<file path="src/rtl/serial_add_sub_pkg.sv">
// Shared types and helpers for the serial add/subtract engine:
// FSM state encoding, mode constants and the signed-overflow rule.
package serial_add_sub_pkg;

  typedef enum logic [1:0] {
    ST_IDLE = 2'd0,
    ST_RUN  = 2'd1,
    ST_DONE = 2'd2
  } state_e;

  localparam logic MODE_ADD = 1'b0;
  localparam logic MODE_SUB = 1'b1;

  // Two's-complement overflow: same-sign operands yielding an opposite-sign sum.
  function automatic logic overflow_f(input logic a_msb, input logic b_msb, input logic sum_msb);
    return (a_msb == b_msb) && (sum_msb != a_msb);
  endfunction

endpackage

</file>
<file path="src/rtl/serial_add_sub_if.sv">
// Operand/result handshake bundle for serial_add_sub.
// The slave modport is the engine side, the master modport is the producer/consumer side.
interface serial_add_sub_if #(
  parameter int WIDTH = 8
) ();

  logic             i_valid;
  logic             o_ready;
  logic [WIDTH-1:0] i_a;
  logic [WIDTH-1:0] i_b;
  logic             i_mode;
  logic             o_valid;
  logic             i_ready;
  logic [WIDTH-1:0] o_result;
  logic             o_carry;
  logic             o_overflow;
  logic             o_busy;

  modport slave (
    input  i_valid, i_a, i_b, i_mode, i_ready,
    output o_ready, o_valid, o_result, o_carry, o_overflow, o_busy
  );

  modport master (
    output i_valid, i_a, i_b, i_mode, i_ready,
    input  o_ready, o_valid, o_result, o_carry, o_overflow, o_busy
  );

endinterface

</file>
<file path="src/rtl/serial_add_sub_add_digit.sv">
// DIGIT-bit combinational ripple adder built from half-adder cells
// (two half adders plus an OR per bit), exposing the MSB sum bit.
module half_adder (
  input  logic a,
  input  logic b,
  output logic s,
  output logic c
);

  assign s = a ^ b;
  assign c = a & b;

endmodule

module add_digit #(
  parameter int DIGIT = 1
) (
  input  logic [DIGIT-1:0] a,
  input  logic [DIGIT-1:0] b,
  input  logic             cin,
  output logic [DIGIT-1:0] sum,
  output logic             cout,
  output logic             sum_msb
);

  // Carry is chained through per-bit blocks so each link is a distinct net.
  for (genvar i = 0; i < DIGIT; i++) begin : g_bit
    logic cin_s;
    logic cout_s;
    logic s1_s;
    logic c1_s;
    logic c2_s;

    if (i == 0) begin : g_first
      assign cin_s = cin;
    end else begin : g_next
      assign cin_s = g_bit[i-1].cout_s;
    end

    half_adder u_ha0 (.a(a[i]), .b(b[i]),  .s(s1_s),   .c(c1_s));
    half_adder u_ha1 (.a(s1_s), .b(cin_s), .s(sum[i]), .c(c2_s));

    assign cout_s = c1_s | c2_s;
  end

  assign cout    = g_bit[DIGIT-1].cout_s;
  assign sum_msb = sum[DIGIT-1];

endmodule

</file>
<file path="src/rtl/serial_add_sub.sv">
// Multi-cycle add/subtract engine: DIGIT bits per clock through a registered
// carry, result and flags held in DONE until the consumer accepts them.
module serial_add_sub
  import serial_add_sub_pkg::*;
#(
  parameter int WIDTH = 8,
  parameter int DIGIT = 1
) (
  input  logic            i_clk,
  input  logic            i_reset,
  serial_add_sub_if.slave bus
);

  localparam int STEPS = WIDTH / DIGIT;
  localparam int CW    = $clog2(STEPS + 1);
  localparam logic [CW-1:0] LAST_STEP = CW'(STEPS - 1);

  state_e           state_r;
  state_e           state_next_s;
  logic             ready_r;
  logic             valid_r;
  logic             busy_r;

  logic [WIDTH-1:0] a_sh_r;
  logic [WIDTH-1:0] b_sh_r;
  logic [WIDTH-1:0] result_r;
  logic [WIDTH-1:0] result_next_s;
  logic             carry_r;
  logic             mode_r;
  logic             carry_flag_r;
  logic             ovf_r;
  logic [CW-1:0]    cnt_r;

  logic [DIGIT-1:0] sum_s;
  logic             cout_s;
  logic             sum_msb_s;
  logic             accept_s;
  logic             step_s;
  logic             last_s;

  add_digit #(.DIGIT(DIGIT)) u_digit (
    .a       (a_sh_r[DIGIT-1:0]),
    .b       (b_sh_r[DIGIT-1:0]),
    .cin     (carry_r),
    .sum     (sum_s),
    .cout    (cout_s),
    .sum_msb (sum_msb_s)
  );

  // Sum digits enter from the MSB end, so after STEPS cycles the LSB digit sits at bit 0.
  if (STEPS == 1) begin : g_single
    assign result_next_s = sum_s;
  end else begin : g_multi
    assign result_next_s = {sum_s, result_r[WIDTH-1:DIGIT]};
  end

  // Datapath strobes derived from the registered state.
  always_comb begin
    accept_s = 1'b0;
    step_s   = 1'b0;
    last_s   = 1'b0;
    if (state_r == ST_IDLE) begin
      accept_s = bus.i_valid;
    end else if (state_r == ST_RUN) begin
      step_s = 1'b1;
      last_s = (cnt_r == LAST_STEP);
    end else begin
      accept_s = 1'b0;
    end
  end

  // Next-state logic.
  always_comb begin
    state_next_s = state_r;
    case (state_r)
      ST_IDLE: begin
        if (bus.i_valid) state_next_s = ST_RUN;
        else             state_next_s = ST_IDLE;
      end
      ST_RUN: begin
        if (cnt_r == LAST_STEP) state_next_s = ST_DONE;
        else                    state_next_s = ST_RUN;
      end
      ST_DONE: begin
        if (bus.i_ready) state_next_s = ST_IDLE;
        else             state_next_s = ST_DONE;
      end
      default: state_next_s = ST_IDLE;
    endcase
  end

  // State register and handshake flags, registered from the next state.
  always_ff @(posedge i_clk or posedge i_reset) begin
    if (i_reset) begin
      state_r <= ST_IDLE;
      ready_r <= 1'b1;
      valid_r <= 1'b0;
      busy_r  <= 1'b0;
    end else begin
      state_r <= state_next_s;
      ready_r <= (state_next_s == ST_IDLE);
      valid_r <= (state_next_s == ST_DONE);
      busy_r  <= (state_next_s == ST_RUN);
    end
  end

  // Working registers, result shift and flag capture on the final step.
  always_ff @(posedge i_clk or posedge i_reset) begin
    if (i_reset) begin
      a_sh_r       <= '0;
      b_sh_r       <= '0;
      result_r     <= '0;
      carry_r      <= 1'b0;
      mode_r       <= 1'b0;
      carry_flag_r <= 1'b0;
      ovf_r        <= 1'b0;
      cnt_r        <= '0;
    end else if (accept_s) begin
      a_sh_r  <= bus.i_a;
      b_sh_r  <= (bus.i_mode == MODE_SUB) ? ~bus.i_b : bus.i_b;
      mode_r  <= bus.i_mode;
      carry_r <= bus.i_mode;
      cnt_r   <= '0;
    end else if (step_s) begin
      a_sh_r   <= a_sh_r >> DIGIT;
      b_sh_r   <= b_sh_r >> DIGIT;
      carry_r  <= cout_s;
      result_r <= result_next_s;
      cnt_r    <= cnt_r + CW'(1);
      if (last_s) begin
        // Subtraction reports borrow, the inverse of the final carry.
        carry_flag_r <= (mode_r == MODE_SUB) ? ~cout_s : cout_s;
        ovf_r        <= overflow_f(a_sh_r[DIGIT-1], b_sh_r[DIGIT-1], sum_msb_s);
      end else begin
        carry_flag_r <= carry_flag_r;
        ovf_r        <= ovf_r;
      end
    end else begin
      cnt_r <= cnt_r;
    end
  end

  assign bus.o_ready    = ready_r;
  assign bus.o_valid    = valid_r;
  assign bus.o_busy     = busy_r;
  assign bus.o_result   = result_r;
  assign bus.o_carry    = carry_flag_r;
  assign bus.o_overflow = ovf_r;

endmodule

</file>
<file path="src/flat_wrapper.sv">
// flat-port wrapper written by rule: the top's interface ports become plain ports
module serial_add_sub_flat import serial_add_sub_pkg::*;
#(
  parameter int WIDTH = 8,
  parameter int DIGIT = 1
)
  (i_clk, i_reset, bus_i_valid, bus_i_a, bus_i_b, bus_i_mode, bus_i_ready, bus_o_ready, bus_o_valid, bus_o_result, bus_o_carry, bus_o_overflow, bus_o_busy);
  serial_add_sub_if #(.WIDTH(WIDTH)) bus_i ();
  input  logic i_clk;
  input  logic i_reset;
  input wire logic [$bits(bus_i.i_valid)-1:0] bus_i_valid;
  input wire logic [$bits(bus_i.i_a)-1:0] bus_i_a;
  input wire logic [$bits(bus_i.i_b)-1:0] bus_i_b;
  input wire logic [$bits(bus_i.i_mode)-1:0] bus_i_mode;
  input wire logic [$bits(bus_i.i_ready)-1:0] bus_i_ready;
  output wire logic [$bits(bus_i.o_ready)-1:0] bus_o_ready;
  output wire logic [$bits(bus_i.o_valid)-1:0] bus_o_valid;
  output wire logic [$bits(bus_i.o_result)-1:0] bus_o_result;
  output wire logic [$bits(bus_i.o_carry)-1:0] bus_o_carry;
  output wire logic [$bits(bus_i.o_overflow)-1:0] bus_o_overflow;
  output wire logic [$bits(bus_i.o_busy)-1:0] bus_o_busy;
  assign bus_i.i_valid = bus_i_valid;
  assign bus_i.i_a = bus_i_a;
  assign bus_i.i_b = bus_i_b;
  assign bus_i.i_mode = bus_i_mode;
  assign bus_i.i_ready = bus_i_ready;
  assign bus_o_ready = bus_i.o_ready;
  assign bus_o_valid = bus_i.o_valid;
  assign bus_o_result = bus_i.o_result;
  assign bus_o_carry = bus_i.o_carry;
  assign bus_o_overflow = bus_i.o_overflow;
  assign bus_o_busy = bus_i.o_busy;
  serial_add_sub #(.WIDTH(WIDTH), .DIGIT(DIGIT)) u_core (.i_clk(i_clk), .i_reset(i_reset), .bus(bus_i));
endmodule
</file>
<file path="config.mk">
export PLATFORM = sky130hd
export DESIGN_NAME = serial_add_sub_flat
export DESIGN_NICKNAME = d
export VERILOG_FILES = /design/src/rtl/serial_add_sub_pkg.sv /design/src/rtl/serial_add_sub_if.sv /design/src/rtl/serial_add_sub_add_digit.sv /design/src/rtl/serial_add_sub.sv /design/src/flat_wrapper.sv
export SDC_FILE = /design/constraint.sdc
export NUM_CORES = 1
export LEC_CHECK = 0
export BUFFER_PORTS_ARGS = -buffer_cell sky130_fd_sc_hd__buf_2
export CAP_MARGIN = 20
export CORE_ASPECT_RATIO = 0.5
export CORE_MARGIN = 2
export CORE_UTILIZATION = 56
export CTS_BUF_LIST = sky130_fd_sc_hd__clkbuf_8
export DETAILED_ROUTE_END_ITERATION = 12
export GPL_TIMING_DRIVEN = 0
export PLACE_DENSITY = 0.87
export SETUP_SLACK_MARGIN = 0.15
export SLEW_MARGIN = 5
export SYNTH_ARGS = -nofsm -noshare
export SYNTH_HDL_FRONTEND = slang
export SYNTH_HIERARCHICAL = 1
export SYNTH_SLANG_ARGS = --single-unit
</file>
<file path="constraint.sdc">
create_clock -name i_clk -period 2.1 [get_ports i_clk]
set_input_delay 0.63 -clock i_clk [delete_from_list [all_inputs] [get_ports i_clk]]
set_output_delay 0.63 -clock i_clk [all_outputs]
set_load 0.1 [all_outputs]
</file>
==> results.yml <==
drt:
  avgViaCountPerCell: 5.64
  wirelength_um: 3440
  first_pass_iters: 4
  vias: 1303
  drc_errors: 0
  drtAntennaViolNets: 0
  drt-initial-drc-count: 74
  avgRoutedWirePerCell_um: 14.9
timing:
  worst_pin_slew_ns: 0.759
  finalWorstPathRequiredPeriod_ns: 1.83
  hold_violations: 0
  rsz0062_at_grt: "false"
  setup-tns-final_ns: 0
  fin_worst_skew_ns: 0.00680
  clock.fmax_mhz: 547
  finalSetupViolCount: 0
  maxSlewViolCount: 0
  fin_crit_sh: 0.870
  slew_headroom: 0.493
grt:
  grt_pass1_wl_um: 5670
  overflow: 0
  grt_max_degree: 38
  track_usage: 0.219
  antenna_found_initial: 0
  grt_pass1_vias: 1220
critical_path:
  critPathArrivalTime_ns: 1.20
  critical_path.startpoint_type: "flip-flop"
  path_cells: "buf_2"
  path_class: "reg -> out"
  crit_slowest_cell: "dfstp_2"
  worst-path-max-fanout: 1
  endpoint_kind: "primary output"
  slowest_delay_ns: 0.51
  crit_required_ns: 1.47
  crit_family: "flip-flops"
  critical_path_buf_inv_count: 1
layout:
  final_cell_area_mm2: 0.00203
  synthToLayoutAreaGrowth_pct: 17.4
  drive_gt1_frac: 0.340
  multi_input_area_um2: 721
  seq_area_um2: 927
  n_fill_cell: 232
  antennaDiodeCount: 0
  nNetsFinal: 214
floorplan:
  fp.dieH_um: 43.3
  start_util: 0.581
  rows: 14
  ios: 34
  coreArea_mm2: 0.00298
  dieArea_mm2: 0.00358
  die_w_um: 82.6
clock_network:
  clock_sinks: 37
  postCtsHoldBufs: 0
  cts_setup_buffers: 0
  clockBufferDepth: 2
  clock_latency_ns: 0.28
  tritoncts: "built"
  cts-resized-gates: 0
  clkSlewWorstSetupHoldPaths_ns: 0.07
  htree_num_levels: 2
  cts-root-buf: "clkbuf_8"
  cts_buffers: 5
power_and_ir_drop:
  p_total_uw: 3500
  ir_worst_vdd_v: 0.00140
  p_per_area_mw_per_mm2: 1730
  leakagePower_uw: 0.000976
placed_design:
  portBuffers: 32
  gp_congestion: 0.814
  dp_hpwl_um: 2370
  placed_cell_area_mm2: 0.00194
synth:
  ys_top_cells_by_area: "dfrtp_1 52%, mux2_2 7.2%, o21ai_0 4.1%, a22oi_1 3.5%, nand2_1 3.3%"
  synth_top_cells_by_count: "36 x dfrtp_1, 15 x nand2_1, 14 x o21ai_0"
  synth_flop_cell: "dfrtp_1"
  ys_warn_count: 6
  seq_area_frac_synth: 0.536
  syn_area_mm2: 0.00173
  syn-num-nets: 175
  synth-edff-count: 0
  yosys.area.top_type: "dfrtp_1"
  synth_top_area_frac: 0.521
  async_reset_ff_frac: 1.00
  synth_cells: 151
  avgSynthCellArea_um2: 11.5
  yosysUniqueCellTypes: 35
  yosysMostFrequentCell: "dfrtp_1"
  ys_seq_elements: 37
job:
  maxCapViolCount: 0
status:
  outcome: "completed"
min_path:
  hp-class: "in -> async"
## through the flow
stage	setup WS, ns	hold slack [ns]	utilization	cells
4_1_cts	0.261	0.491	0.682	231
2_1_floorplan	0.490	0.443	-	151
6_report	0.272	0.484	0.682	231
3_3_place_gp	0.177	0.460	0.651	223
5_1_grt	0.245	0.508	0.682	231
3_5_place_dp	0.418	0.475	0.651	223
## layer usage
layer  GRT usage  up-vias  part of all wire
met1       0.299      648              0.46
li1            -      604                 -
met2       0.329       44              0.48
met4      0.0689        0             0.013
met3      0.0745        7             0.055
met5           0        -                 0
## area by class of cell
type	instances	area share
repair buffers	32	0.0789
multi-input cells	101	0.355
flip-flops and latches	37	0.457
well taps	40	0.0247
plain buffers	11	0.0364
clock buffers	6	0.0407
clock inverters	2	0.00370
inverters	2	0.00370
## layout by cell type (no fill, tap or decap), types with 4 or more instances in the layout
cell and count:
a22oi_1 8, buf_2 37, mux2i_1 4, nor2b_1 6, mux2_2 11, clkbuf_8 6
a21oi_1 4, o21ai_0 14, nor2_1 4, nand2_1 15, buf_4 5, xor2_1 6
dfrtp_1 36
## final timing paths
check | slack [ns] | cells after the start | startpoint | end
max in group asynchronous | 1.13 | 2 | i_reset | u_core/bus.o_valid
min in group i_clk | 0.49 | 2 | u_core/b_sh_r[3] | u_core/b_sh_r[3]
min reg2reg | 0.49 | 2 | u_core/b_sh_r[3] | u_core/b_sh_r[3]
max reg2reg | 0.39 | 5 | u_core/a_sh_r[0] | u_core/bus.o_carry
max | 0.27 | 1 | u_core/bus.o_ready | bus_o_ready
min | 0.48 | 2 | i_reset | u_core/bus.o_overflow
## sequential cells by signal (all words and copies together) (netlist names)
| name | cells |
|---|---|
| u_core/a_sh_r | 8 |
| u_core/b_sh_r | 8 |
| u_core/bus.o_busy | 1 |
| u_core/bus.o_carry | 1 |
| u_core/bus.o_overflow | 1 |
| u_core/bus.o_ready | 1 |
| u_core/bus.o_result | 8 |
| u_core/bus.o_valid | 1 |
| u_core/carry_r | 1 |
| u_core/cnt_r | 4 |
| u_core/mode_r | 1 |
| u_core/state_r | 2 |
## logic make-up (layout without fill, tap and decap cells)
family	Yosys count	count (layout)	synth area share
AO/OA/AOI/OAI	41	41	0.155
flip-flops	37	37	0.536
AND/OR/NAND/NOR	33	33	0.0999
multiplexers	15	15	0.0948
buffers and inverters	13	53	0.0470
XOR/XNOR	9	9	0.0456
adder cells (fa/ha/maj)	3	3	0.0217
## report_power, final
part / switching (uW) / internal, uW / total [uW]
Combinational: 1290 / 531 / 1820
Sequential: 190 / 1000 / 1190
Clock: 231 / 258 / 489
No activity file was read; power rests on OpenSTA's default activity.
